**src/rtl/assist_mode_sel.sv**
```systemverilog
// ---------------------------------------------------------------------------
// assist_mode_sel
//
// Push-button assist-level selector for an e-bike drive. Each accepted
// button release advances OFF -> LOW -> MED -> HIGH -> OFF. After an accepted
// press the button is locked out for LOCKOUT_CYC clocks (debounce/anti-
// repeat). Mode, torque scale and LED bar are all registered together so
// they always change on the same edge.
//
// Optional feature (macro ASSIST_AUTO_OFF_EN): an inactivity timer drops the
// mode to OFF after IDLE_CYC clocks without pedaling or button activity.
//
// Ports:
//   clk       in   system clock
//   rst_n     in   asynchronous active-low reset (mode returns to MED)
//   released  in   one-clock pulse, button released (already synchronized)
//   pedaling  in   rider pedaling activity level (auto-off build only)
//   mode      out  [1:0] 0=OFF 1=LOW 2=MED 3=HIGH
//   scale     out  [2:0] torque scale: 0/3/5/7
//   led       out  [2:0] thermometer bar: 000/001/011/111
//   mode_chg  out  one-clock pulse in the cycle after any mode change
//   busy      out  high while the press lockout is running
// ---------------------------------------------------------------------------
module assist_mode_sel #(
    parameter int LOCKOUT_CYC = 1_000_000,
    parameter int IDLE_CYC    = 250_000_000
) (
    input  logic       clk,
    input  logic       rst_n,
    input  logic       released,
    input  logic       pedaling,
    output logic [1:0] mode,
    output logic [2:0] scale,
    output logic [2:0] led,
    output logic       mode_chg,
    output logic       busy
);

    localparam logic [1:0] ST_OFF  = 2'd0;
    localparam logic [1:0] ST_LOW  = 2'd1;
    localparam logic [1:0] ST_MED  = 2'd2;
    localparam logic [1:0] ST_HIGH = 2'd3;

    // busy drops on the edge where the counter has already spent
    // LOCKOUT_CYC cycles high (counter starts at 1 on the press edge).
    localparam logic [23:0] LOCK_LAST = 24'(LOCKOUT_CYC);

    function automatic logic [2:0] scale_of(input logic [1:0] m);
        case (m)
            ST_OFF:  scale_of = 3'd0;
            ST_LOW:  scale_of = 3'd3;
            ST_MED:  scale_of = 3'd5;
            default: scale_of = 3'd7;
        endcase
    endfunction

    function automatic logic [2:0] led_of(input logic [1:0] m);
        case (m)
            ST_OFF:  led_of = 3'b000;
            ST_LOW:  led_of = 3'b001;
            ST_MED:  led_of = 3'b011;
            default: led_of = 3'b111;
        endcase
    endfunction

    logic [1:0]  mode_reg, mode_next;
    logic [2:0]  scale_reg;
    logic [2:0]  led_reg;
    logic        mode_chg_reg, chg_next;
    logic        busy_reg;
    logic [23:0] lock_cnt_reg;
    logic        press_ok;
    logic        timeout;

    // busy is the registered flag, so a release in the cycle busy falls
    // (busy_reg already 0) is accepted.
    assign press_ok = released & ~busy_reg;

`ifdef ASSIST_AUTO_OFF_EN
    localparam logic [27:0] IDLE_LAST = 28'(IDLE_CYC - 1);

    logic [27:0] idle_cnt_reg, idle_next;

    // Fires on the edge that would bring the count to IDLE_CYC.
    assign timeout = (mode_reg != ST_OFF) && !pedaling &&
                     (idle_cnt_reg == IDLE_LAST);

    always_comb begin
        idle_next = idle_cnt_reg + 28'd1;
        // Press wins over timeout; OFF holds the timer at zero.
        if (press_ok || pedaling || timeout || mode_reg == ST_OFF)
            idle_next = '0;
    end

    always_ff @(posedge clk or negedge rst_n) begin
        if (!rst_n)
            idle_cnt_reg <= '0;
        else
            idle_cnt_reg <= idle_next;
    end
`else
    logic unused_cfg;
    assign unused_cfg = pedaling ^ IDLE_CYC[0];
    assign timeout    = 1'b0;
`endif

    always_comb begin
        mode_next = mode_reg;
        chg_next  = 1'b0;
        if (press_ok) begin
            mode_next = mode_reg + 2'd1;   // HIGH wraps to OFF
            chg_next  = 1'b1;
        end else if (timeout) begin
            mode_next = ST_OFF;
            chg_next  = 1'b1;
        end
    end

    // Decodes are taken from mode_next so all three outputs move together.
    always_ff @(posedge clk or negedge rst_n) begin
        if (!rst_n) begin
            mode_reg     <= ST_MED;
            scale_reg    <= 3'd5;
            led_reg      <= 3'b011;
            mode_chg_reg <= 1'b0;
        end else begin
            mode_reg     <= mode_next;
            scale_reg    <= scale_of(mode_next);
            led_reg      <= led_of(mode_next);
            mode_chg_reg <= chg_next;
        end
    end

    // Lockout counter: stops at terminal count and stays there until the
    // next accepted press reloads it.
    always_ff @(posedge clk or negedge rst_n) begin
        if (!rst_n) begin
            busy_reg     <= 1'b0;
            lock_cnt_reg <= '0;
        end else if (press_ok) begin
            busy_reg     <= 1'b1;
            lock_cnt_reg <= 24'd1;
        end else if (busy_reg) begin
            if (lock_cnt_reg == LOCK_LAST)
                busy_reg <= 1'b0;
            else
                lock_cnt_reg <= lock_cnt_reg + 24'd1;
        end
    end

    assign mode     = mode_reg;
    assign scale    = scale_reg;
    assign led      = led_reg;
    assign mode_chg = mode_chg_reg;
    assign busy     = busy_reg;

endmodule

```
**config.mk**
```make
export PLATFORM = sky130hd
export DESIGN_NAME = assist_mode_sel
export DESIGN_NICKNAME = d
export VERILOG_FILES = /design/src/rtl/assist_mode_sel.sv
export SDC_FILE = /design/constraint.sdc
export NUM_CORES = 1
export LEC_CHECK = 0
export ABC_AREA = 1
export CAP_MARGIN = 10
export CORE_MARGIN = 8
export CORE_UTILIZATION = 63
export DETAILED_ROUTE_END_ITERATION = 10
export GPL_ROUTABILITY_DRIVEN = 0
export PLACE_DENSITY = 0.87
export SLEW_MARGIN = 40
export SYNTH_ARGS = -nofsm -noshare
export SYNTH_HDL_FRONTEND = slang
export SYNTH_SLANG_ARGS = --single-unit
```
**constraint.sdc**
```tcl
create_clock -name clk -period 4 [get_ports clk]
set_input_delay 1 -clock clk [delete_from_list [all_inputs] [get_ports clk]]
set_output_delay 1 -clock clk [all_outputs]
set_load 0.05 [all_outputs]
```
# Word-level counts from Yosys, hierarchy flattened
# Index checks and enable logic that the tools add are counted.
dict set report word_totals {
  memories 0
  regBits 34
  mem_bits_rw 0
  inputBits 4
  latchBits 0
  word_cells 27
  mem_bits_ro 0
}
dict set report op_classes {
  n_reduce_logical 3
  eq_ne 4
  n_addsub 2
  magnitude_cmp 0
  n_bitwise 2
  muxes 10
  n_div 0
  shifts 0
  multipliers 0
}
# cell count
set ops {}
lappend ops {{2-to-1 mux 24 bit} 3}
lappend ops {{adder 24 x 1 -> 24 bit, second input constant} 1}
lappend ops {{equality test 24 x 20 -> 1 bit, second input constant} 1}
lappend ops {{one-hot mux 3 bit (3 select lines)} 2}
lappend ops {{2-to-1 mux 1 bit} 4}
lappend ops {{adder 2 x 1 -> 2 bit, second input constant} 1}
lappend ops {{equality test 2 x 1 -> 1 bit, second input constant} 1}
lappend ops {{equality test 2 bit, second input constant} 1}
lappend ops {{zero test 2 bit} 1}
lappend ops {{2-to-1 mux 2 bit} 1}
lappend ops {{!= test 2 bit, second input constant} 1}
lappend ops {{AND reduction 2 bit} 1}
lappend ops {{nonzero test 2 bit} 1}
lappend ops {{bitwise AND 1 bit} 1}
lappend ops {{NOT 1 bit} 1}

# Logic depth before layout (Yosys ltp)
# Gate-level depths: netlist of the first run.
dict set report logic_depth {
  word_depth 5
  ltp_mapped 12
  depth_no_buf 10
}

# Worst setup path before layout of the first run
# Ideal clock, no wire load.
dict set report synth_timing {
  path_type {register to output}
  from {reg led[0] (netlist name)}
  to {out scale[0]}
  stages_incl_launch_ff 2
  arrival_time_ps 917
  path_slack_ps 2083
  cell_sequence {dfstp_2 buf_4}
}
# element line
set synth_rtl {}
lappend synth_rtl {{to (decl)} 33} ;# output logic [2:0] scale,

# Final worst setup path of the first run
dict set report layout_timing {
  from {reg mode_reg[1], in the netlist mode[1]}
  to {out mode[1]}
}
# element line
set layout_rtl {}
lappend layout_rtl {{from (decl)} 66} ;# logic [1:0] mode_reg, mode_next;
lappend layout_rtl {{from (signal assigned)} 127} ;# mode_reg <= mode_next;
lappend layout_rtl {{to (decl)} 32} ;# output logic [1:0] mode,
# No word-level cell between the ends.

==> flow_summary.toml, run 1 <==
[outcome]
outcome = "finished clean"

[pwr]
pwr-share-seq = 0.620
clock_power_share = 0.363
internal-power_mw = 0.383
switching_power_mw = 0.122
swShare = 0.242
power_density_mw_per_mm2 = 233
p_leak_nw = 1.06
p_comb_frac = 0.017
vdd_drop_max_uv = 217

[synth]
synth_warnings = 0
syn_nets = 299
yosys.area_share.simple = 0.424
synth_top_family_by_area = "simple AND/OR/NAND/NOR gates"
syn-cell-area_mm2 = 0.00198
synthMuxAreaShare = 0
syn_area_per_cell_um2 = 6.76
yosysTopAreaCell = "dfrtp_1"
synthCells = 293
ys_seq_area_frac = 0.394
synth-compound-area-share = 0.0525
ys.flop_type = "dfrtp_1"
synth_area_leaders = "dfrtp_1 35%, nand2_1 20%, nor2_1 10%, inv_1 5.1%, nand3_1 5.1%"
synthDistinctLibCells = 27
synth_edf_count = 0
synth_top_area_share = 0.354
synth.ff_latch_count = 31
synth_fa_ha_area_frac = 0.0126
async_flop_share = 1.00
synth-xor-area-share = 0.0310

[detailed_routing]
viasPerCell = 5.10
ant_nets = 0
first_pass_iters = 4
drtIter0Drc = 221
vias = 1789
wl_um = 4350
drc_errors = 0
avgRoutedWirePerCell_um = 12.4

[floorplan]
die_area_mm2 = 0.00519
core_mm2 = 0.00303
dieWidth_um = 72.1
die_y_um = 72.1
initial_core_util = 0.654
io_pins = 14
rows = 20

[clock_tree]
clkTransAtPathRegs_ns = 0.11
cts-root-buf = "clkbuf_4"
cts.sinks = 31
cts_made_buffers = 5
postCtsSetupBuffers = 0
cts.hold.buffers_added = 0
ctsHtreeMaxLevel = 2
ctsResizeCount = 0
insertion_delay_ns = 0.34
cts_tree = "yes"
cts_buffer_depth = 2

[timing]
clock.fmax_ghz = 0.373
hold_viol_final = 0
period_needed_ns = 2.68
fin_setup_tns_ns = 0
slew_headroom = 0.650
post-route-period-util = 0.670
skew_ns = 0.0111
slew_violations = 0
tightest_slew_ns = 0.525
rsz0062_at_grt = "false"
setup_violations = 0

[cells_and_area]
area_growth_pct = 9.73
fillers = 246
multi_input_area_mm2 = 0.00103
drive_gt1_frac = 0.107
layout.area.seq_um2 = 779
fin_nets = 312
diodes = 0
post-route-util = 0.717
largest_reg_flops = 24

[grt]
grtUsageTotal = 0.184
antenna_found_initial = 0
grt_pass1_wl_um = 7590
grt_pass1_vias = 1680
grt_max_degree = 32
overflow = 0

[worst_setup_path]
critical_path_required_ns = 3.00
reg2reg_slack_ns = 2.11
crit_chain = "clkdlybuf4s50_1"
path_buf_inv = 1
critPathMaxFanout = 2
cpLargestDelayFamily = "buffers and inverters"
slowest_delay_ns = 0.80
start_kind = "flop"
cp.arrival_ns = 1.68
cp-end-kind = "output port"
slowest_stage = "clkdlybuf4s50_1"
crit_type = "flop to output port"

[flow_run]
max_cap_violations = 0

[placement]
numPortBuffers = 12
place_hpwl_um = 3170

[worst_hold_path]
min_path_type = "flop to flop"
synth_stat cells (all sizes together), types with 2 or more instances:
| master | n |
|---|---|
| buf | 7 |
| dfrtp | 28 |
| dfstp | 3 |
| ha | 2 |
| inv | 31 |
| nand2 | 108 |
| nand3 | 21 |
| nand4 | 8 |
| nor2 | 58 |
| o21ai | 14 |
| o21bai | 2 |
| or2 | 2 |
| xor2 | 7 |
per-layer routing:
| layer | part of all wire | vias to the layer above | global-route usage |
|---|---|---|---|
| met5 | 0 | - | 0 |
| met4 | 0.015 | 0 | 0.0612 |
| met1 | 0.46 | 812 | 0.229 |
| met3 | 0.051 | 7 | 0.0579 |
| met2 | 0.47 | 42 | 0.293 |
| li1 | - | 928 | - |
per-stage QoR:
stage / cells / area [um2] / power, mW / hold WS (ns) / setup slack [ns]
6_report: 351 / 2170 / 0.505 / 0.558 / 1.32
5_1_grt: 351 / 2170 / 0.527 / 0.581 / 1.25
4_1_cts: 351 / 2170 / 0.510 / 0.562 / 1.29
3_5_place_dp: 343 / 2110 / 0.328 / 0.537 / 1.54
3_3_place_gp: 343 / 2110 / 0.328 / 0.522 / 1.55
2_1_floorplan: 293 / 1980 / 0.319 / 0.494 / 2.08
power groups by stage:
stage | clock, mW | combinational, mW | sequential [mW]
6_report | 0.183 | 0.00849 | 0.313
5_1_grt | 0.203 | 0.0100 | 0.313
3_5_place_dp | 0 | 0.00910 | 0.319
4_1_cts | 0.188 | 0.00908 | 0.313
2_1_floorplan | 0 | 0.00000124 | 0.319
3_3_place_gp | 0 | 0.00905 | 0.319
final timing paths:
| kind | start | end | cells past startpoint |
|---|---|---|---|
| setup / recovery | mode[1]$_DFF_PN1_ | mode[1] | 1 |
| hold / removal | mode[1]$_DFF_PN1_ | mode[1]$_DFF_PN1_ | 2 |
| setup reg to reg | lock_cnt_reg[0]$_DFFE_PN0P_ | lock_cnt_reg[20]$_DFFE_PN0P_ | 10 |
| hold reg to reg | mode[1]$_DFF_PN1_ | mode[1]$_DFF_PN1_ | 2 |
| max in group asynchronous | rst_n | led[0]$_DFF_PN1_ | 2 |
| min in group asynchronous | rst_n | lock_cnt_reg[12]$_DFFE_PN0P_ | 2 |
cells by family after synthesis:
| kind of cell | Yosys count |
|---|---|
| buffers and inverters | 39 |
| AOI/OAI and AO/OA | 16 |
| and+or+nand+nor | 198 |
| DFF | 31 |
| xor gates and xnor gates | 7 |
| adders and majority gates | 2 |
area by class of cell:
class                      count  area share
multi-input combinational    223       0.475
inverter                      32      0.0559
tap                           44      0.0253
timing repair buffer          13      0.0588
clock inverter                 3     0.00922
clock buffer                   5      0.0173
sequential                    31       0.359
cells in the final DEF (no fill, tap or decap), drive strengths merged:
master	n
o21bai	2
clkinvlp	2
dfrtp	28
clkdlybuf4s50	12
inv	31
xor2	7
nor3	1
ha	2
nand3	21
nor2	58
buf	1
o21ai	14
clkbuf	5
dfstp	3
or2	2
clkinv	2
nand4	8
nand2	108
Power figures use the tool's default switching activity.
==> inputs of run 2 (changes only) <==
Settings changed: CORE_UTILIZATION 63 to 53, PLACE_DENSITY 0.87 to 0.78.
Clock period 4 ns to 2.2 ns, I/O delays scaled along.
==> run 2 against run 1 <==
Net effect:
- combinational power is 85% higher
- first-iteration DRC count is 44% lower
- critical endpoint is now scale[1]
- critical path type unchanged
- largest power group unchanged
- largest cell class unchanged
- non-clock buffer count is 4 higher
- critical path depth stayed put
==> flow_summary.toml, run 2 (synthesis gave the netlist of run 1 again) <==
[outcome]
outcome = "finished clean"

[grt]
grt_pass1_vias = 1672
grt_pass1_wl_um = 7740
overflow = 0
antenna_found_initial = 0
grtUsageTotal = 0.159
grt_max_degree = 32

[worst_hold_path]
min_path_type = "flop to flop"

[detailed_routing]
vias = 1800
drc_errors = 0
first_pass_iters = 4
ant_nets = 0
drtIter0Drc = 124
avgRoutedWirePerCell_um = 12.2
viasPerCell = 5.01
wl_um = 4370

[placement]
place_hpwl_um = 3280
numPortBuffers = 12
dpl.cell_count = 351

[clock_tree]
clkTransAtPathRegs_ns = 0.07
postCtsSetupBuffers = 0
cts-root-buf = "clkbuf_8"
cts.sinks = 31
ctsResizeCount = 0
ctsHtreeMaxLevel = 2
cts_tree = "yes"
cts_made_buffers = 5
insertion_delay_ns = 0.29
cts_buffer_depth = 2
cts.hold.buffers_added = 0

[worst_setup_path]
critPathMaxFanout = 4
crit_chain = "clkdlybuf4s50_1"
cpLargestDelayFamily = "buffers and inverters"
cp.arrival_ns = 1.48
cp-end-kind = "output port"
critical_path_required_ns = 1.65
start_kind = "flop"
slowest_delay_ns = 0.82
path_buf_inv = 1
crit_type = "flop to output port"
slowest_stage = "clkdlybuf4s50_1"

[timing]
post-route-period-util = 0.923
hold_viol_final = 0
rsz0062_at_grt = "false"
tightest_slew_ns = 0.495
clock.fmax_ghz = 0.492
skew_ns = 0.00630
slew_violations = 0
setup_violations = 0
fin_setup_tns_ns = 0
period_needed_ns = 2.03
slew_headroom = 0.669

[floorplan]
core_mm2 = 0.00363
initial_core_util = 0.545
io_pins = 14
dieWidth_um = 77.1
die_y_um = 77.1
rows = 22
die_area_mm2 = 0.00595

[flow_run]
max_cap_violations = 0

[cells_and_area]
final_common_cell = "nand2_1"
most-common-layout-cells = "104 x nand2_1, 53 x nor2_1, 28 x dfrtp_1, 27 x inv_1, 20 x nand3_1"
post-route-util = 0.618
diodes = 0
largest_reg_flops = 24
drive_gt1_frac = 0.135
area_growth_pct = 13.4
fin_cells = 359
fin_nets = 316

[pwr]
clock_power_share = 0.488
vdd_drop_max_uv = 332
p_comb_frac = 0.014
internal-power_mw = 0.911
p_leak_nw = 1.11
total_power_mw = 1.14
power_density_mw_per_mm2 = 510
switching_power_mw = 0.233
swShare = 0.203
pwr-share-seq = 0.499
==> run 2: path summary, 6_finish.rpt <==
check,start,end,slack (ns),cells past startpoint
setup reg to reg,lock_cnt_reg[0]$_DFFE_PN0P_,lock_cnt_reg[22]$_DFFE_PN0P_,0.33,10
setup / recovery,scale[1]$_DFF_PN0_,scale[1],0.17,1
hold / removal,lock_cnt_reg[23]$_DFFE_PN0P_,lock_cnt_reg[23]$_DFFE_PN0P_,0.55,2
max in group asynchronous,rst_n,led[0]$_DFF_PN1_,1.23,2
min in group asynchronous,rst_n,lock_cnt_reg[1]$_DFFE_PN0P_,0.65,2
hold reg to reg,lock_cnt_reg[23]$_DFFE_PN0P_,lock_cnt_reg[23]$_DFFE_PN0P_,0.55,2
==> run 2: power groups by stage <==
stage | logic (mW) | registers [mW] | clock network (mW)
5_1_grt | 0.0189 | 0.570 | 0.598
3_5_place_dp | 0.0169 | 0.581 | 0
6_report | 0.0157 | 0.570 | 0.558
2_1_floorplan | 0.00000174 | 0.581 | 0
4_1_cts | 0.0170 | 0.570 | 0.569
3_3_place_gp | 0.0166 | 0.581 | 0
==> run 2: metrics by stage <==
step | setup slack [ns] | hold WS (ns) | cell area, um2
3_3_place_gp | 0.307 | 0.516 | 2130
3_5_place_dp | 0.280 | 0.528 | 2130
2_1_floorplan | 0.614 | 0.254 | 1980
6_report | 0.168 | 0.547 | 2240
4_1_cts | 0.149 | 0.544 | 2240
5_1_grt | 0.104 | 0.574 | 2240
==> run 2: cell type report <==
class,count,area (um2)
fillers,361,1390
multi-input cells,223,1030
flip-flops and latches,31,779
repair buffers,17,143
inverters,32,121
clock buffers,5,68.8
well taps,48,60.1
clock inverters,3,43.8
==> run 2: routing by layer <==
metal  part of all wire  wire, um  global-route usage
met5                  0         0                   0
met4              0.019        85              0.0774
met3              0.063       276              0.0466
met2               0.46      1990               0.258
met1               0.46      2020               0.188
==> inputs of run 3 (changes only) <==
Settings changed: RECOVER_POWER set to 50.
==> run 3 against run 2 <==
Net effect:
- global-route usage unchanged
- sequential share of layout area up 0.16 points
- final cell count unchanged
- critical path depth unchanged
- highest routed layer unchanged
- worst hold slack worse by 0.0071 ns
- combinational power down 9%
- critical path type unchanged
- die area unchanged
- worst setup slack about the same
==> flow_summary.toml, run 3 (synthesis gave the netlist of run 1 again) <==
[timing]
fin_ws_ns = 0.169
fin_setup_tns_ns = 0
period_needed_ns = 2.03
tightest_slew_ns = 0.769
rsz0062_at_grt = "false"
setup_violations = 0
clock.fmax_ghz = 0.492
hold_viol_final = 0
post-route-period-util = 0.923
slew_headroom = 0.487
skew_ns = 0.00768
slew_violations = 0

[detailed_routing]
viasPerCell = 5.01
ant_nets = 0
vias = 1799
avgRoutedWirePerCell_um = 12.1
first_pass_iters = 4
drc_errors = 0
drtIter0Drc = 129
wl_um = 4360

[pwr]
p_leak_nw = 1.09
internal-power_mw = 0.910
swShare = 0.203
vdd_drop_max_uv = 332
pwr-share-seq = 0.499
switching_power_mw = 0.232
power_density_mw_per_mm2 = 511
clock_power_share = 0.488
p_comb_frac = 0.013

[clock_tree]
cts_buffer_depth = 2
cts.sinks = 31
insertion_delay_ns = 0.29
clkTransAtPathRegs_ns = 0.07
ctsResizeCount = 0
cts.hold.buffers_added = 0
ctsHtreeMaxLevel = 2
cts_tree = "yes"
cts-root-buf = "clkbuf_8"
cts_made_buffers = 5
postCtsSetupBuffers = 0

[floorplan]
dieWidth_um = 77.1
die_area_mm2 = 0.00595
rows = 22
core_mm2 = 0.00363
io_pins = 14
die_y_um = 77.1
initial_core_util = 0.545

[worst_setup_path]
crit_chain = "clkdlybuf4s50_1"
slowest_delay_ns = 0.82
cpLargestDelayFamily = "buffers and inverters"
critical_path_required_ns = 1.65
critPathMaxFanout = 4
slowest_stage = "clkdlybuf4s50_1"
cp-end-kind = "output port"
path_buf_inv = 1
start_kind = "flop"
crit_type = "flop to output port"
cp.arrival_ns = 1.48

[cells_and_area]
final_common_cell = "nand2_1"
fin_nets = 316
drive_gt1_frac = 0.125
largest_reg_flops = 24
most-common-layout-cells = "105 x nand2_1, 53 x nor2_1, 28 x inv_1, 28 x dfrtp_1, 20 x nand3_1"
diodes = 0
area_growth_pct = 12.9
fillers = 364

[outcome]
outcome = "finished clean"

[grt]
antenna_found_initial = 0
busiest_layer = "met2"
grtUsageMet3 = 0.0466
grt_max_degree = 32
grtUsageTotal = 0.159
grt_use_met2 = 0.258
grt_use_met1 = 0.188
grt_pass1_wl_um = 7740
overflow = 0
grt_pass1_vias = 1672

[flow_run]
max_cap_violations = 0

[placement]
place_hpwl_um = 3280
preCtsSetupSlack_ns = 0.280
numPortBuffers = 12

[worst_hold_path]
min_path_type = "flop to flop"
==> run 3: power groups by stage <==
stage | clock, mW | combinational, mW | sequential, mW
after global routing | 0.598 | 0.0174 | 0.570
after global placement | 0 | 0.0166 | 0.581
after CTS | 0.569 | 0.0170 | 0.570
after floorplan | 0 | 0.00000174 | 0.581
after detailed placement | 0 | 0.0169 | 0.581
final | 0.557 | 0.0143 | 0.570
==> run 3: layout make-up <==
type,instances,area [um2],area share
Clock inverter,3,43.8,0.0196
Sequential cell,31,779,0.349
Clock buffer,5,68.8,0.0308
Multi-Input combinational cell,223,1020,0.457
Timing Repair Buffer,17,140,0.0627
Inverter,32,121,0.0543
Tap cell,48,60.1,0.0269
==> run 3: final timing paths <==
kind                                               from  slack, ns  cells past startpoint                      endpoint
min                        lock_cnt_reg[23]$_DFFE_PN0P_       0.54                      2  lock_cnt_reg[23]$_DFFE_PN0P_
max reg2reg                 lock_cnt_reg[0]$_DFFE_PN0P_       0.34                     10  lock_cnt_reg[22]$_DFFE_PN0P_
min reg2reg                lock_cnt_reg[23]$_DFFE_PN0P_       0.54                      2  lock_cnt_reg[23]$_DFFE_PN0P_
max in group asynchronous                         rst_n       0.85                      2  lock_cnt_reg[17]$_DFFE_PN0P_
max                                  scale[1]$_DFF_PN0_       0.17                      1                      scale[1]
min in group asynchronous                         rst_n       0.86                      2   lock_cnt_reg[0]$_DFFE_PN0P_
==> run 3: per-layer routing <==
layer  up-vias  share of wire
met3         6          0.060
met5         -              0
met4         0          0.020
li1        938              -
met1       810           0.47
met2        45           0.45
==> run 3: through the flow <==
step	cell area (um2)	utilization	hold slack (ns)	instances	total power [mW]
after global placement	2130	0.587	0.516	351	0.597
final	2230	0.615	0.540	359	1.14
after global routing	2230	0.615	0.574	359	1.18
after CTS	2240	0.618	0.544	359	1.16
after detailed placement	2130	0.587	0.528	351	0.598
after floorplan	1980	-	0.254	293	0.581
==> run 3: worst min-delay path, stage by stage (launching register included) <==
cell     delay (ns)
dfrtp_1        0.38
nand2_1        0.07
nand2_1        0.06
